**src/rtl/mem_arb_pkg.sv**
```systemverilog
// Shared types and constants for the memory port arbiter.
// State/owner enums, default memory latency, bus widths.
package mem_arb_pkg;

  localparam int unsigned MEM_LAT_DEF = 2;
  localparam int unsigned AW          = 32;
  localparam int unsigned DW          = 32;
  localparam int unsigned CNT_W       = 3;

  typedef enum logic [1:0] {
    IDLE  = 2'd0,
    ISSUE = 2'd1,
    WAIT  = 2'd2,
    RESP  = 2'd3
  } state_e;

  typedef enum logic {
    OWN_IF = 1'b0,
    OWN_D  = 1'b1
  } owner_e;

endpackage

```
**src/rtl/mem_port_arbiter_arb_pick.sv**
```systemverilog
// arb_pick: combinational winner between fetch and data requests.
// Ports: if_req_i, d_req_i -> owner_o; with ARB_ROUND_ROBIN_EN also
// clk_i, rst_i, take_i (grant taken) driving the round-robin pointer.
module arb_pick
  import mem_arb_pkg::*;
(
`ifdef ARB_ROUND_ROBIN_EN
  input  logic   clk_i,
  input  logic   rst_i,
  input  logic   take_i,
`endif
  input  logic   if_req_i,
  input  logic   d_req_i,
  output owner_e owner_o
);

`ifdef ARB_ROUND_ROBIN_EN
  // ptr_q = 1 means data wins the next contested grant
  logic ptr_q;
  logic ptr_d;
  logic both;

  assign both = if_req_i & d_req_i;

  always_comb begin
    ptr_d = ptr_q;
    if (take_i && both) begin
      ptr_d = ~ptr_q;
    end
  end

  always_ff @(posedge clk_i) begin
    if (rst_i) begin
      ptr_q <= 1'b1;
    end else begin
      ptr_q <= ptr_d;
    end
  end

  always_comb begin
    if (both) begin
      owner_o = ptr_q ? OWN_D : OWN_IF;
    end else begin
      owner_o = d_req_i ? OWN_D : OWN_IF;
    end
  end
`else
  // Value with no request at all is ignored by the caller
  assign owner_o = (d_req_i || !if_req_i) ? OWN_D : OWN_IF;
`endif

endmodule

```
**src/rtl/mem_port_arbiter.sv**
```systemverilog
// Arbitrates fetch and data ports onto one single-port memory.
// Ports: clk, rst (sync, high); if_* fetch port; d_* data port;
// mem_* memory side. Parameter MEM_LAT (1..4) is the read latency.
// Macro ARB_ROUND_ROBIN_EN: alternate winner on contested requests.
module mem_port_arbiter
  import mem_arb_pkg::*;
#(
  parameter int unsigned MEM_LAT = MEM_LAT_DEF
) (
  input  logic          clk,
  input  logic          rst,
  input  logic          if_req,
  input  logic [AW-1:0] if_addr,
  output logic          if_gnt,
  output logic          if_rvalid,
  output logic [DW-1:0] if_rdata,
  input  logic          d_req,
  input  logic          d_we,
  input  logic [AW-1:0] d_addr,
  input  logic [DW-1:0] d_wdata,
  output logic          d_gnt,
  output logic          d_rvalid,
  output logic [DW-1:0] d_rdata,
  output logic          mem_en,
  output logic          mem_we,
  output logic [AW-1:0] mem_addr,
  output logic [DW-1:0] mem_wdata,
  input  logic [DW-1:0] mem_rdata
);

  state_e           state_q, state_d;
  owner_e           own_q, own_d;
  logic [CNT_W-1:0] cnt_q, cnt_d;
  logic [AW-1:0]    addr_q, addr_d;
  logic [DW-1:0]    wdata_q, wdata_d;
  logic             we_q, we_d;
  logic             take;
  owner_e           pick;

  arb_pick u_pick (
`ifdef ARB_ROUND_ROBIN_EN
    .clk_i    (clk),
    .rst_i    (rst),
    .take_i   (take),
`endif
    .if_req_i (if_req),
    .d_req_i  (d_req),
    .owner_o  (pick)
  );

  assign mem_addr  = addr_q;
  assign mem_wdata = wdata_q;

  always_comb begin
    state_d   = state_q;
    own_d     = own_q;
    cnt_d     = cnt_q;
    addr_d    = addr_q;
    wdata_d   = wdata_q;
    we_d      = we_q;
    take      = 1'b0;
    if_gnt    = 1'b0;
    d_gnt     = 1'b0;
    mem_en    = 1'b0;
    mem_we    = 1'b0;
    if_rvalid = 1'b0;
    d_rvalid  = 1'b0;
    if_rdata  = '0;
    d_rdata   = '0;
    // Outputs are held quiet for the whole reset cycle
    if (!rst) begin
      unique case (state_q)
        IDLE: begin
          if (if_req || d_req) begin
            take    = 1'b1;
            state_d = ISSUE;
            own_d   = pick;
            if (pick == OWN_D) begin
              d_gnt   = 1'b1;
              addr_d  = d_addr;
              we_d    = d_we;
              wdata_d = d_wdata;
            end else begin
              if_gnt  = 1'b1;
              addr_d  = if_addr;
              we_d    = 1'b0;
              wdata_d = '0;
            end
          end
        end
        ISSUE: begin
          mem_en  = 1'b1;
          mem_we  = we_q;
          cnt_d   = CNT_W'(MEM_LAT - 1);
          state_d = (MEM_LAT == 1) ? RESP : WAIT;
        end
        WAIT: begin
          if (cnt_q > CNT_W'(1)) begin
            cnt_d = cnt_q - CNT_W'(1);
          end else begin
            state_d = RESP;
          end
        end
        RESP: begin
          state_d = IDLE;
          if (own_q == OWN_D) begin
            d_rvalid = 1'b1;
            d_rdata  = we_q ? '0 : mem_rdata;
          end else begin
            if_rvalid = 1'b1;
            if_rdata  = mem_rdata;
          end
        end
        default: state_d = IDLE;
      endcase
    end
  end

  always_ff @(posedge clk) begin
    if (rst) begin
      state_q <= IDLE;
      own_q   <= OWN_IF;
      cnt_q   <= '0;
      addr_q  <= '0;
      wdata_q <= '0;
      we_q    <= 1'b0;
    end else begin
      state_q <= state_d;
      own_q   <= own_d;
      cnt_q   <= cnt_d;
      addr_q  <= addr_d;
      wdata_q <= wdata_d;
      we_q    <= we_d;
    end
  end

endmodule
```
**config.mk**
```make
export PLATFORM = sky130hd
export DESIGN_NAME = mem_port_arbiter
export DESIGN_NICKNAME = d
export VERILOG_FILES = /design/src/rtl/mem_arb_pkg.sv /design/src/rtl/mem_port_arbiter_arb_pick.sv /design/src/rtl/mem_port_arbiter.sv
export SDC_FILE = /design/constraint.sdc
export NUM_CORES = 1
export LEC_CHECK = 0
export ABC_AREA = 1
export CELL_PAD_IN_SITES_DETAIL_PLACEMENT = 0
export CELL_PAD_IN_SITES_GLOBAL_PLACEMENT = 1
export CORE_MARGIN = 2
export CORE_UTILIZATION = 19
export CTS_BUF_LIST = sky130_fd_sc_hd__clkbuf_4 sky130_fd_sc_hd__clkbuf_8 sky130_fd_sc_hd__clkbuf_16
export DETAILED_ROUTE_END_ITERATION = 8
export PLACE_DENSITY_LB_ADDON = 0.15
export SLEW_MARGIN = 30
export SYNTH_ARGS = -nofsm -noshare
export SYNTH_HDL_FRONTEND = slang
export SYNTH_SLANG_ARGS = --single-unit
```
**constraint.sdc**
```tcl
create_clock -name clk -period 1.32 [get_ports clk]
set_input_delay 0.264 -clock clk [delete_from_list [all_inputs] [get_ports clk]]
set_output_delay 0.264 -clock clk [all_outputs]
set_load 0.03 [all_outputs]
```
; Word level (Yosys, flattened, before mapping)
; Index checks and enable logic that the tools add are counted.
[op_classes]
add_sub_neg = 1
n_lt_le_gt_ge = 1
eq_ne = 6
mux = 34
reduce_logical = 8
[op_table]
columns = operator, count
row1 = two-way mux 32 bit, 9
row2 = two-way mux 1 bit, 20
row3 = one-hot mux 2 bit (4 select lines), 1
row4 = "!= test 2 bit, second input constant", 3
row5 = one-hot mux 3 bit (2 select lines), 1
row6 = AND reduction 2 bit, 3
row7 = "equality test 2 bit, second input constant", 2
row8 = two-way mux 2 bit, 2
row9 = "greater-than comparator 3 x 1 -> 1 bit, second input constant", 1
row10 = two-way mux 3 bit, 1
row11 = "subtractor 3 x 1 -> 3 bit, second input constant", 1
row12 = "equality test 2 x 1 -> 1 bit, second input constant", 1
row13 = zero test 2 bit, 1
row14 = logical OR 1 bit, 2
row15 = nonzero test 2 bit, 1
row16 = zero test 1 bit, 1
[word_totals]
register_bits = 71
output_inout_bits = 134

; Depth between registers and ports, before layout
; Gate-level depths: netlist (run 1).
[depth]
word_depth = 7
depth_mapped = 9

; Modules after synthesis
; Synthesis (run 1) repeated with hierarchy kept, for this count alone.
[unflattened]
hier_cells = 548
area_unflattened_um2 = 3622.2
[by_module_without_submodules]
columns = module, instances, cells_per_inst, area_per_inst_um2, seq_area_each_um2
row1 = mem_port_arbiter, 1, 546, 3614.7, 1421.4
row2 = arb_pick, 1, 2, 7.5, 0.0

; Worst setup path before layout (run 1)
; No wires, ideal clock.
[synth_path]
path_kind = register -> output
start = register state_q[0]
end = output d_rdata[10]
t_arrival_ps = 1821
t_required_ps = 1056
path_slack_ps = -765
path_stages_with_launch = 7
n_path_buf = 1
path_cell_list = dfxtp_1 > ha_1 > nand2_1 > nor2_1 > nand2_1 > buf_2 > nor2_1
[synth_via]
elab_chain_len = 3
[synth_lines]
columns = element, line_no
row1 = start: declaration, mem_port_arbiter.sv:31  ; state_e state_q, state_d;
row2 = start signal: assignment, mem_port_arbiter.sv:128  ; state_q <= state_d;
row3 = equality test 2 bit, mem_port_arbiter.sv:72  ; unique case (state_q)
row4 = two-way mux 32 bit, mem_port_arbiter.sv:72
row5 = two-way mux 32 bit, mem_port_arbiter.sv:71  ; if (!rst) begin
row6 = end: declaration, mem_port_arbiter.sv:23  ; output logic [DW-1:0] d_rdata,
; Every way passes these cells.

; Final worst setup path (run 1)
[layout_path]
start = register state_q[0]
end = output d_rdata[4]
; Same word-level chain as after synthesis.

==> metrics.md, run 1 <==
| Metric | Value |
|---|---|
| Outcome | finished with violations |
| Violated checks | setup timing |
| Clock-pin slew of the registers on the worst-case setup and hold paths | about 0.060 ns |
| Startpoint of the lowest-slack register-to-register path | state_q[1] |
| Data arrival, critical path | roughly 1.6 ns |
| Worst slew margin relative to its limit | 0.705 |
| Global-route total usage across every layer | 0.139 |
| Start-to-end type of the worst setup path | flip-flop to output pin |
| RSZ-0062 raised after global routing | true |
| Total of hold buffers inserted after clock tree synthesis | 0 |
| Required time reported for the critical path endpoint | ~1.1 ns |
| Count of warnings emitted by yosys | 0 |
| Drc violations | 0 |
| Via count of the first global-routing pass | 4305 |
| Setup tns final | -48.71 ns |
| Slack of the critical path | -0.513 ns |
| Sequential-to-total area share from yosys stat | 0.396 |
| Effective utilization at floorplan | 0.192 |
| Synthesis-to-finish area growth | 140% |
| Post-layout minimum cycle time | 1.83 ns |
| Fraction of final layout cells with drive strength greater than 1 | 0.404 |
| Number of DRC violations after detailed-routing iteration 0 | 98 |
| Min-delay src | mem_wdata[9] |
| Main combinational cell family by area after synthesis | simple AND/OR/NAND/NOR gates |
| Number of flip-flops and latches in the synthesized netlist | 71 |
| Cts bufs inserted | 9 |
| Number of H-tree levels | 3 |
| Number of iterations in the first detailed-routing pass | 4 |
| Number of sinks handled by clock tree synthesis | just over 70 |
| Placement Rows | 50 |
| Number of fill cells | roughly 1800 |
| Share of the synthesized area in compound gates (AO/OA/AOI/OAI) | 0.100 |
| Instance count along the most critical hold path | 2 |
| Synthesized-area fraction occupied by xor and xnor cells | 0 |
| Number of enable-type register cells in the synthesized netlist | 0 |
| Flip-flop cell with the highest count after synthesis | dfxtp_1 |
| Die Wd | 141 um |
| Number of antenna violations at the first check in global routing | 0 |
| Areal power density over the cells | 1480 nW/um2 |
| Top cells by area, synth | dfxtp_1 (40%), nor2_1 (18%), nand2_1 (15%), inv_1 (8.2%), o21ai_0 (8.0%) |
| Peak fanout along the critical path | 6 |
| Number of unique standard cell types used by synthesis | 17 |
| Maximum Capacitance Violations | 0 |
| Kind of launch point of the worst setup path | flip-flop |
| Share of the cycle needed by the critical path after routing | 1.39 |
| VDD IR-drop max | 751 uV |
| IO buf count | 266 |
| Leakage dissipation | 3.83 nW |
| Die height | 141 um |
| Worst reg-to-reg setup slack | -0.29 ns |
| Syn avg cell area | 6.10 um2 |
| Pins over their slew limit | 0 |
| Min-Delay Endpoint | mem_wdata[9] |
| Sequential cell area | 1430 um2 |
| Post-route standard cell area excluding fillers | approximately 8600 um2 |
| Max Clock Freq | 546 MHz |
| Core region area | 18600 um2 |
| Average detailed-routed wire length per instance | 14.5 um |
| Share of synthesized registers carrying an async set or reset | 0 |
| CP max-delay cell | dfxtp_2 |
| Mux contribution to synthesized area | 0 |
| Worst-Margin Slew | 0.443 ns |
| CTS tree | done |
| Arithmetic-cell share of the synthesized area counting full adders, half adders and majority gates | 0.0209 |
| Final hold violations | 0 |
| Number of cells on the worst reg-to-reg path | 11 |
| Endpoint of the most critical register-to-register path | mem_addr[2] |
| Overall power of the completed layout | 12.8 mW |
| Total placed instance area | ~7000 um2 |
| Full die area | approximately 20000 um2 |
| Fraction of the mapped netlist area in simple logic gates | 0.344 |
| Type of the most critical hold path | flip-flop to flip-flop |
| Library cell with the largest summed area after synthesis | dfxtp_1 |
| Global route total overflow | 0 |
| Fraction of post-synthesis cell area in the top cell type by area | 0.396 |
| Final-stage net count | 1032 |
| Vias after detailed routing | 4738 |
| Total wire length after detailed routing | 16500 um |
| List of cells traversed by the critical path | ha_4, nand2_4, nor2_4, nand2_8, clkbuf_16, nor2_4, buf_6 |
| Pin count of the biggest net entering global routing | 34 |
| Most prevalent standard cell on the critical path | nor2_4 |
| Post-detailed-route count of antenna-violating nets | 0 |
| DP HPWL | 11000 um |
| Crit path from | state_q[0] |
| Synthesized cell area | 3590 um2 |
| Cell with the most instances after synthesis | nor2_1 |
| Post-Synthesis Cells | 588 |
| I/O pin count | 267 |
| Final setup skew | 0.00567 ns |
| Weighted congestion reported at the end of routability-driven placement | 0.763 |
| Max Buffers Root-to-Sink | 2 |
| Longest individual stage delay on the worst path | between 0.3 and 0.4 ns |
| Clock Latency Late Sink | 0.34 ns |
| CTS Root Buffer Type | clkbuf_16 |
| Via/cell ratio | roughly 4.2 |
| Diodes inserted | 0 |
| Wire length of the first global-routing pass | about 22000 um |
| Number of failing setup endpoints in the final timing report | around 140 |
| Worst Setup End Kind | output pin |
| Ranking of synthesized cells by instance count | nor2_1 (172), nand2_1 (144), inv_1 (78) |
| Synthesized netlist net count | 727 |
| Footprint of the multi-input gates | around 2500 um2 |
[report_power, final]
group	leakage, nW	internal (mW)	switching [mW]
logic	3.10	3.58	3.68
registers	0.586	2.68	0.383
clock network	0.145	1.46	0.974
[worst max path at each step]
| stage | to | slack [ns] | depth (start not counted) |
|---|---|---|---|
| finish | d_rdata[4] | -0.51 | 7 |
| global route | d_rdata[4] | -0.59 | 7 |
| CTS | d_rdata[31] | -0.56 | 7 |
| detailed placement | if_rdata[28] | -0.46 | 6 |
| global placement | if_rdata[28] | -0.43 | 6 |
| floorplan | d_rdata[10] | -0.25 | 6 |
[cell usage in the layout (no fill, tap or decap), drive strengths merged]
master / Yosys / final
nand2: 144 / 144
dlygate4sd2: 0 / 1
o21ai: 67 / 67
buf: 27 / 148
clkdlybuf4s15: 0 / 30
nand3: 5 / 5
a21oi: 5 / 5
inv: 81 / 81
ha: 6 / 6
dfxtp: 71 / 71
nor3: 2 / 2
clkinvlp: 0 / 1
clkdlybuf4s50: 0 / 131
clkinv: 0 / 5
nor2: 173 / 173
bufinv: 0 / 1
clkbuf: 7 / 27
[cell type report]
type | instances | area share
Inverter | 81 | 0.0368
Clock buffer | 9 | 0.0262
Sequential cell | 71 | 0.166
Clock inverter | 7 | 0.00858
Timing Repair Buffer | 328 | 0.443
Tap cell | 234 | 0.0340
Multi-Input combinational cell | 402 | 0.286
[registers in the layout (all words and copies together), names as in the netlist]
register,count
state_q,2
we_q,1
cnt_q,3
mem_addr,32
mem_wdata,32
own_q,1
[metrics by stage]
| step | utilization | setup slack (ns) | instances | hold WS (ns) |
|---|---|---|---|---|
| 2_1_floorplan | - | -0.246 | 588 | 0.377 |
| 3_3_place_gp | 0.374 | -0.432 | 1084 | 0.447 |
| 3_5_place_dp | 0.374 | -0.464 | 1084 | 0.454 |
| 4_1_cts | 0.408 | -0.560 | 1105 | 0.453 |
| 5_1_grt | 0.462 | -0.587 | 1132 | 0.483 |
| 6_report | 0.462 | -0.513 | 1132 | 0.465 |
[layer usage]
layer	vias to the layer above	wire length, um	global-route usage
li1	2368	-	-
met1	2172	6170	0.143
met2	183	8820	0.267
met3	15	1200	0.0398
met4	0	260	0.0516
met5	-	0	0
[critical path: cells and delay by family, from the launching register on]
family        cells  cell delay (ns)
simple gates      4             0.39
fa+ha+maj         1             0.16
flops             1             0.36
buf+inv           2             0.32
[cells by family (layout without fill, tap and decap cells)]
logic type,Yosys count,after routing
DFF,71,71
and+or+nand+nor,324,324
buffers and inverters,115,425
AOI/OAI and AO/OA,72,72
adders and majority gates,6,6
[what timing repair did]
item / 4_1_cts / 5_1_grt
buffers inserted: 3 / 12
gates resized for setup: 164 / 232
endpoints found under the hold margin: 0 / 0
setup endpoints to repair: 181 / 147
cloned: 2 / 16
pin swaps: 2 / 69
(Power assumes the default switching activity.)
==> run 2, diff against run 1 <==
CORE_UTILIZATION = 25   (was 19)
DONT_BUFFER_PORTS = 1   (was default)
clock period = 1.62 ns   (was 1.32 ns; I/O delays follow)
==> run 2 against run 1 <==
Compared with the run above:
- the flow still finishes with violations (setup timing)
- first-iteration DRC count rose by 55%
- global-route usage grew 0.19 points
- register-to-register slack better by 0.39 ns
- largest cell class is now multi-input gates
==> metrics.md, run 2 (synthesis gave the netlist of run 1 again) <==
| Metric | Value |
|---|---|
| Total wire length after detailed routing | 12900 um |
| Number of H-tree levels | 3 |
| VDD IR-drop max | 652 uV |
| Slack of the critical path | -0.322 ns |
| Final hold violations | 0 |
| Die height | 124 um |
| Number of antenna violations at the first check in global routing | 0 |
| Vias after detailed routing | 3755 |
| Weighted congestion reported at the end of routability-driven placement | 0.733 |
| Post-route standard cell area excluding fillers | 5720 um2 |
| Number of DRC violations after detailed-routing iteration 0 | 152 |
| Final setup skew | 0.00710 ns |
| Worst reg-to-reg setup slack | 0.10 ns |
| Number of sinks handled by clock tree synthesis | 71 |
| Full die area | 15300 um2 |
| Die Wd | 124 um |
| Post-layout minimum cycle time | between 1.5 and 2 ns |
| Number of iterations in the first detailed-routing pass | 4 |
| Wire length of the first global-routing pass | roughly 17000 um |
| CTS tree | done |
| Max Buffers Root-to-Sink | 2 |
| Worst Setup End Kind | output pin |
| Effective utilization at floorplan | 0.257 |
| DP HPWL | 8190 um |
| Pins over their slew limit | 0 |
| Leakage dissipation | about 2.7 nW |
| Overall power of the completed layout | 7.91 mW |
| Longest individual stage delay on the worst path | between 0.3 and 0.4 ns |
| Via/cell ratio | 4.44 |
| Clock Latency Late Sink | 0.33 ns |
| Via count of the first global-routing pass | 3361 |
| Core region area | about 14000 um2 |
| Maximum Capacitance Violations | 0 |
| List of cells traversed by the critical path | ha_4, buf_6, nand3_4, clkbuf_16, nor2_1, buf_4 |
| Setup tns final | -15.45 ns |
| Top Usage Layer GRT | met2 |
| Areal power density over the cells | roughly 1400 nW/um2 |
| Share of the cycle needed by the critical path after routing | 1.20 |
| Hold Worst Slack | 0.0572 ns |
| Cts bufs inserted | 9 |
| Drc violations | 0 |
| Fraction of met2 tracks used by global routing | 0.251 |
| Outcome | finished with violations |
| Start-to-end type of the worst setup path | flip-flop to output pin |
| Global route total overflow | 0 |
| Total of hold buffers inserted after clock tree synthesis | 0 |
| Met3 Resource Use GR | 0.0453 |
| Commonest non-fill, non-tap cell in the layout | nand2_1 |
| Average detailed-routed wire length per instance | 15.2 um |
| Most frequent cells in the layout | nand2_1 (141), nor2_1 (109), inv_1 (77) |
| Type of the most critical hold path | input port to flip-flop |
| Peak fanout along the critical path | 8 |
| Clock-pin slew of the registers on the worst-case setup and hold paths | approximately 0.06 ns |
| Kind of launch point of the worst setup path | flip-flop |
| Fraction of final layout cells with drive strength greater than 1 | 0.285 |
| Total placed instance area | between 4000 and 5000 um2 |
| IO buf count | 0 |
| I/O pin count | about 270 |
| Worst-Margin Slew | 0.486 ns |
| Setup slack after placement | -0.00199 ns |
| Max Clock Freq | 515 MHz |
| Post-detailed-route count of antenna-violating nets | 0 |
| Global-route total usage across every layer | 0.141 |
| Number of fill cells | approximately 1400 |
| Required time reported for the critical path endpoint | 1.30 ns |
| Worst slew margin relative to its limit | 0.674 |
| Placement Rows | 43 |
| Data arrival, critical path | about 1.6 ns |
| CTS Root Buffer Type | clkbuf_16 |
| Violated checks | setup timing |
| Pin count of the biggest net entering global routing | 65 |
| GR Util met1 | 0.157 |
| CP max-delay cell | dfxtp_4 |
| Diodes inserted | 0 |
| RSZ-0062 raised after global routing | true |
| Number of failing setup endpoints in the final timing report | 70 |
| Synthesis-to-finish area growth | 59.4% |
| Final-stage net count | 800 |
## run 2: cell type report
type / instances / area, um2 / share of cell area
repair buffers: 96 / 1220 / 0.214
inverters: 81 / 307 / 0.0536
well taps: 180 / 225 / 0.0394
multi-input cells: 402 / 2180 / 0.382
clock buffers: 9 / 225 / 0.0394
flip-flops and latches: 71 / 1430 / 0.250
clock inverters: 7 / 128 / 0.0223
## run 2: metrics by stage
step | util | instances
after CTS | 0.371 | 834
final | 0.410 | 846
after global placement | 0.328 | 811
after detailed placement | 0.328 | 811
after floorplan | - | 588
after global routing | 0.410 | 846
## run 2: what timing repair did
action,in CTS,in global routing
buffers inserted,4,5
pin swaps,3,6
cloned,3,7
endpoints found under the setup margin,69,100
resized for setup,37,86
## run 2: final timing paths
kind / start / to / cells after the start
hold / removal: rst / cnt_q[2] / 1
hold reg to reg: cnt_q[0] / cnt_q[0] / 2
setup / recovery: state_q[0] / if_rdata[7] / 6
setup reg to reg: state_q[0] / mem_addr[17] / 10
## run 2: where the power goes
part           leakage (nW)  total (mW)  internal [mW]  switching (mW)
logic                  1.90        2.30          0.943            1.36
clock network         0.173        2.34           1.53           0.816
registers             0.586        3.27           2.19            1.08
total                  2.66        7.91           4.66            3.25
## run 2: layer usage
metal | part of all wire | routed length (um) | vias to the layer above
li1 | - | - | 1904
met1 | 0.37 | 4790 | 1669
met2 | 0.52 | 6750 | 172
met3 | 0.091 | 1170 | 10
met4 | 0.011 | 145 | 0
met5 | 0 | 0 | -
## run 2: critical path: cells and delay by family, from the launching register on
family	cells	cell delay [ns]
buffers and inverters	3	0.51
DFF	1	0.37
and+or+nand+nor	2	0.26
adders and majority gates	1	0.15
